**config.mk**
```make
export PLATFORM = sky130hd
export DESIGN_NAME = mem_stage
export DESIGN_NICKNAME = d
export VERILOG_FILES = /design/src/rtl/pipe_pkg.sv /design/src/rtl/pipe_reg.sv /design/src/rtl/mem_stage.sv
export SDC_FILE = /design/constraint.sdc
export NUM_CORES = 1
export LEC_CHECK = 0
export BUFFER_PORTS_ARGS = -buffer_cell sky130_fd_sc_hd__clkbuf_2
export CORE_MARGIN = 2
export CORE_UTILIZATION = 52
export CTS_CLUSTER_SIZE = 25
export DETAILED_ROUTE_END_ITERATION = 8
export GPL_TIMING_DRIVEN = 0
export PLACE_DENSITY = 0.92
export SLEW_MARGIN = 40
export SYNTH_ARGS = -nofsm -noshare
export SYNTH_HDL_FRONTEND = slang
export SYNTH_SLANG_ARGS = --single-unit
```
**constraint.sdc**
```tcl
create_clock -name clk -period 3.7 [get_ports clk]
set_clock_uncertainty 0.2 [all_clocks]
set_input_delay 0.37 -clock clk [delete_from_list [all_inputs] [get_ports clk]]
set_output_delay 0.37 -clock clk [all_outputs]
set_load 0.03 [all_outputs]
```
**src/rtl/pipe_pkg.sv**
```systemverilog
// Shared pipeline types: data/register widths, memory-stage FSM states and
// the EX/MEM and MEM/WB pipeline-register payloads.
package pipe_pkg;

    localparam int unsigned DW = 16;
    localparam int unsigned RW = 3;

    typedef enum logic {
        S_IDLE = 1'b0,
        S_WAIT = 1'b1
    } state_e;

    typedef struct packed {
        logic          valid;
        logic          memread;
        logic          memwrite;
        logic          memtoreg;
        logic          regwrite;
        logic          halt;
        logic [RW-1:0] wreg;
        logic [DW-1:0] alu;
        logic [DW-1:0] wdata;
    } exmem_t;

    typedef struct packed {
        logic          valid;
        logic          regwrite;
        logic          halt;
        logic          err;
        logic [RW-1:0] wreg;
        logic [DW-1:0] data;
    } memwb_t;

endpackage

```
**src/rtl/pipe_reg.sv**
```systemverilog
// Enable-controlled pipeline register with asynchronous clear.
module pipe_reg #(
    parameter int unsigned W = 8
) (
    input  logic         clk,
    input  logic         rst,
    input  logic         en,
    input  logic [W-1:0] d,
    output logic [W-1:0] q
);

    logic [W-1:0] data_d;
    logic [W-1:0] data_q;

    always_comb begin
        data_d = en ? d : data_q;
    end

    always_ff @(posedge clk or posedge rst) begin
        if (rst) begin
            data_q <= '0;
        end else begin
            data_q <= data_d;
        end
    end

    assign q = data_q;

endmodule

```
**src/rtl/mem_stage.sv**
```systemverilog
// Memory stage: EX/MEM register, request/done data-memory FSM with timeout,
// and the MEM/WB register feeding write-back.
module mem_stage
    import pipe_pkg::*;
#(
    parameter int unsigned TIMEOUT = 15,
    parameter int unsigned TO_W    = 4
) (
    input  logic          clk,
    input  logic          rst,
    input  logic          ex_valid,
    input  logic [DW-1:0] ex_alu,
    input  logic [DW-1:0] ex_wdata,
    input  logic          ex_memread,
    input  logic          ex_memwrite,
    input  logic          ex_memtoreg,
    input  logic          ex_regwrite,
    input  logic          ex_halt,
    input  logic [RW-1:0] ex_wreg,
    input  logic [DW-1:0] mem_rdata,
    input  logic          mem_done,
    output logic [DW-1:0] data_exmem,
    output logic          stall,
    output logic          mem_req,
    output logic          mem_wr,
    output logic [DW-1:0] mem_addr,
    output logic [DW-1:0] mem_wdata,
    output logic          wb_valid,
    output logic          wb_regwrite,
    output logic          wb_halt,
    output logic          wb_err,
    output logic [RW-1:0] wb_reg,
    output logic [DW-1:0] wb_data
);

    exmem_t          ex_in;
    exmem_t          exmem_q;
    memwb_t          memwb_d;
    memwb_t          memwb_q;
    state_e          state_d;
    state_e          state_q;
    logic [TO_W-1:0] cnt_d;
    logic [TO_W-1:0] cnt_q;
    logic            mem_op;
    logic            misaligned;
    logic            rd_done;
    logic            err;

    assign ex_in = '{ex_valid, ex_memread, ex_memwrite, ex_memtoreg,
                     ex_regwrite, ex_halt, ex_wreg, ex_alu, ex_wdata};

    pipe_reg #(.W($bits(exmem_t))) u_exmem (
        .clk (clk),
        .rst (rst),
        .en  (~stall),
        .d   (ex_in),
        .q   (exmem_q)
    );

    // Address and data come straight from EX/MEM, which is frozen while stalled.
    assign mem_op     = exmem_q.valid & (exmem_q.memread | exmem_q.memwrite);
    assign misaligned = mem_op & exmem_q.alu[0];
    assign mem_addr   = exmem_q.alu;
    assign mem_wdata  = exmem_q.wdata;
    assign data_exmem = exmem_q.alu;

    // Next state, stall and request decode; mem_done is only honoured in WAIT.
    always_comb begin
        state_d = state_q;
        cnt_d   = cnt_q;
        stall   = 1'b0;
        mem_req = 1'b0;
        mem_wr  = 1'b0;
        rd_done = 1'b0;
        err     = misaligned;
        case (state_q)
            S_IDLE: begin
                if (mem_op && !misaligned) begin
                    mem_req = 1'b1;
                    mem_wr  = exmem_q.memwrite;
                    stall   = 1'b1;
                    state_d = S_WAIT;
                    cnt_d   = '0;
                end
            end
            S_WAIT: begin
                if (mem_done) begin
                    rd_done = 1'b1;
                    state_d = S_IDLE;
                end else if (cnt_q == TO_W'(TIMEOUT)) begin
                    err     = 1'b1;
                    state_d = S_IDLE;
                end else begin
                    cnt_d = cnt_q + TO_W'(1);
                    stall = 1'b1;
                end
            end
            default: state_d = S_IDLE;
        endcase
    end

    always_ff @(posedge clk or posedge rst) begin
        if (rst) begin
            state_q <= S_IDLE;
            cnt_q   <= '0;
        end else begin
            state_q <= state_d;
            cnt_q   <= cnt_d;
        end
    end

    // Write-back payload; a bubble clears every field.
    always_comb begin
        memwb_d = '0;
        if (exmem_q.valid) begin
            memwb_d.valid    = 1'b1;
            memwb_d.regwrite = exmem_q.regwrite & ~err;
            memwb_d.halt     = exmem_q.halt;
            memwb_d.err      = err;
            memwb_d.wreg     = exmem_q.wreg;
            memwb_d.data     = (rd_done && exmem_q.memread && !exmem_q.memwrite
                                && exmem_q.memtoreg) ? mem_rdata : exmem_q.alu;
        end
    end

    pipe_reg #(.W($bits(memwb_t))) u_memwb (
        .clk (clk),
        .rst (rst),
        .en  (~stall),
        .d   (memwb_d),
        .q   (memwb_q)
    );

    assign wb_valid    = memwb_q.valid;
    assign wb_regwrite = memwb_q.regwrite;
    assign wb_halt     = memwb_q.halt;
    assign wb_err      = memwb_q.err;
    assign wb_reg      = memwb_q.wreg;
    assign wb_data     = memwb_q.data;

endmodule

```
==> results.cfg <==
[clock_tree]
cts_sinks = 69
clockBufferDepth = 2
clk_pin_slew_ps = 70
cts-root-buf = clkbuf_8
numCtsBuffers = 9
ctsResizeCount = 0
post_cts.repair.setup_buffers = 0
htree_levels = 3
clkLatencyLatePin_ps = 320
cts_hold_buf = 1
cts_tree = built

[yosys]
ys_ff_latch = 69
yosysWarnings = 0
synth-edff-count = 0
synth_flop_cell = dfrtp_1
syn_area_per_cell_sq_um = 9.15
syn_nets = 411
yosysSeqAreaShare_pct = 53.9
synthCells = 350
synth_area_sq_um = 3200
async_flop_share_pct = 100
ys_types = 29

[route]
ant_nets = 0
vias = 2746
vias_per_cell = 4.77
drc = 0
drt_iter0_markers = 86
dr.pass1.iters = 4
routedWlPerCell_um = 13.1
drt_wl_total_um = 7570

[worst_setup_path]
cp.arrival_ps = 2000
cp_slowest_cell = dfrtp_1
critical_path_buf_inv_count = 4
crit_path_start_kind = register
slowest_delay_ps = 420
end_kind = primary output
critPathKind = reg -> out
worstPathCellList = ha_1 -> nand3_1 -> a22oi_4 -> inv_2 -> buf_2 -> buf_4 -> clkbuf_2
cp_max_fo = 11
critPathTopFamily = buffers and inverters
required_ps = 3130

[floorplanning]
row_count = 28
core_sq_um = 5920
start_util_pct = 54.1
dieArea_sq_um = 6800
chipHeight_um = 82.5
die_w_um = 82.5
ios = 134

[flow_run]
cap_viol_max_count = 0

[placed_design]
post-dp-hpwl_um = 5780
gp_congestion = 0.806
dp_cells = 559
io_buffers = 133

[timing]
hold_ws_ps = 29.0
period_minus_slack_ps = 2570
worstMarginPinSlew_ps = 492
fmax_mhz = 390
fin_tns_setup_ps = 0
post-route-period-util_pct = 69.3
rsz0062_at_grt = false
slew_headroom_pct = 67.2
drv_slew = 0
setup_viol = 0
hold_viol_final = 0

[global_routing]
grt_pass1_wl_um = 11800
track_usage_pct = 23.3
gr-total-overflow = 0
grt_pass1_vias = 2663
antenna_found_initial = 0
grt_max_degree = 42

[cells_and_area]
area_delta_synth_final_pct = 30.7
nets = 557
utilization_pct = 70.7
instances_no_fill = 576
n_antenna_cell = 0
layout-drive-gt1-share_pct = 42.5

[power_and_ir_drop]
peakVddDrop_mv = 0.607
power.leakage_uw = 0.00250
power_uw = 4300
power_density_nw_per_um2 = 1030

[min_path]
min_path_type = in -> reg

[status]
status = finished, final reports clean
## metrics by stage
stage | setup WS, ps | area, sq um
floorplan | 1390 | 3200
global placement | 695 | 3960
detailed placement | 1470 | 3990
CTS | 1110 | 4190
global route | 1000 | 4190
finish | 1130 | 4190
## cell usage after synthesis, types with 2 or more instances
| master | number | area share [%] |
|---|---|---|
| nor2_1 | 3 | 0.35 |
| buf_2 | 8 | 1.3 |
| nand2_1 | 153 | 18 |
| a32o_1 | 2 | 0.63 |
| o21ai_0 | 17 | 2.7 |
| and3_1 | 2 | 0.39 |
| mux2i_1 | 16 | 5.0 |
| nand3_1 | 7 | 1.1 |
| buf_4 | 51 | 12 |
| clkbuf_1 | 4 | 0.47 |
| dfrtp_1 | 69 | 54 |
## per-layer routing
layer	part of all wire [%]	GRT usage, %	up-vias	routed length, um
li1	-	-	1352	-
met4	1.4	7.83	0	107
met1	41	27.9	1296	3100
met5	0	0	-	0
met3	6.0	4.89	8	453
met2	52	41.5	90	3910
## path summary, 6_finish.rpt
check | to | slack [ps] | startpoint | depth (start not counted)
max in group asynchronous | cnt_q[2] | 2390 | rst | 4
min in group asynchronous | u_memwb.q[4] | 370 | rst | 3
worst min register to register | u_memwb.q[20] | 270 | u_memwb.q[20] | 2
worst min-delay path | u_exmem.q[23] | 30 | ex_alu[7] | 3
worst max register to register | u_memwb.q[3] | 1680 | cnt_q[0] | 6
worst max-delay path | stall | 1130 | cnt_q[0] | 7
## power by group
part / leakage, uW / switching, uW / internal, uW
Combinational: 0.00154 / 1510 / 861
Sequential: 0.000858 / 248 / 1090
Clock: 0.0000964 / 262 / 328
## cell type report
class | count | area, sq um
well taps | 75 | 93.8
flip-flops and latches | 69 | 1730
inverters | 2 | 10.0
plain buffers | 64 | 449
clock inverters | 4 | 47.5
clock buffers | 12 | 145
multi-input cells | 215 | 1020
repair buffers | 135 | 696
fillers | 475 | 1730
## state kept, by name (all words and copies together), names as in the netlist
signal and flops:
u_exmem.q 41, state_q 1, cnt_q 4, u_memwb.q 23
## cell usage in the layout (no fill, tap or decap)
cell type      Yosys  layout
o21ai_0           17      17
nor2_1             3       3
ha_1               1       1
nand2b_1           1       1
buf_12             0       1
and2b_1            1       1
nor3_1             1       1
inv_2              1       1
o31ai_1            1       1
bufinv_16          0       1
nand2_2            1       1
buf_4             51      51
o21a_1             1       1
a22oi_4            1       1
clkinvlp_4         0       1
clkbuf_2           0     133
inv_4              0       1
o21ai_1            1       1
clkinv_2           0       2
mux2i_1           16      16
nand4_1            1       1
nor2b_1            1       1
or2_2              1       1
nand2_1          153     153
buf_6              1       1
xnor2_1            1       1
and2_1             1       1
clkbuf_1           4       6
dlygate4sd3_1      0       1
buf_2              8       8
nand3_1            7       7
a32o_1             2       2
a22o_1             1       1
dfrtp_1           69      69
clkbuf_8           0      10
and3_1             2       2
## logic make-up (layout without fill, tap and decap cells)
| logic type | count (synthesis) | in the layout | share of synthesized area [%] |
|---|---|---|---|
| simple gates | 173 | 173 | 21.3 |
| flops | 69 | 69 | 53.9 |
| buf+inv | 66 | 217 | 14.3 |
| compound gates | 24 | 24 | 4.84 |
| mux | 16 | 16 | 5.00 |
| fa+ha+maj | 1 | 1 | 0.391 |
| xor+xnor | 1 | 1 | 0.273 |
## worst reg2reg max path: cells and delay by family, from the launching register on
family	cells	cell delay, ps
DFF	1	420
buffers and inverters	1	370
and+or+nand+nor	2	340
AOI/OAI and AO/OA	2	290
adders and majority gates	1	260
Power figures use the tool's default switching activity.
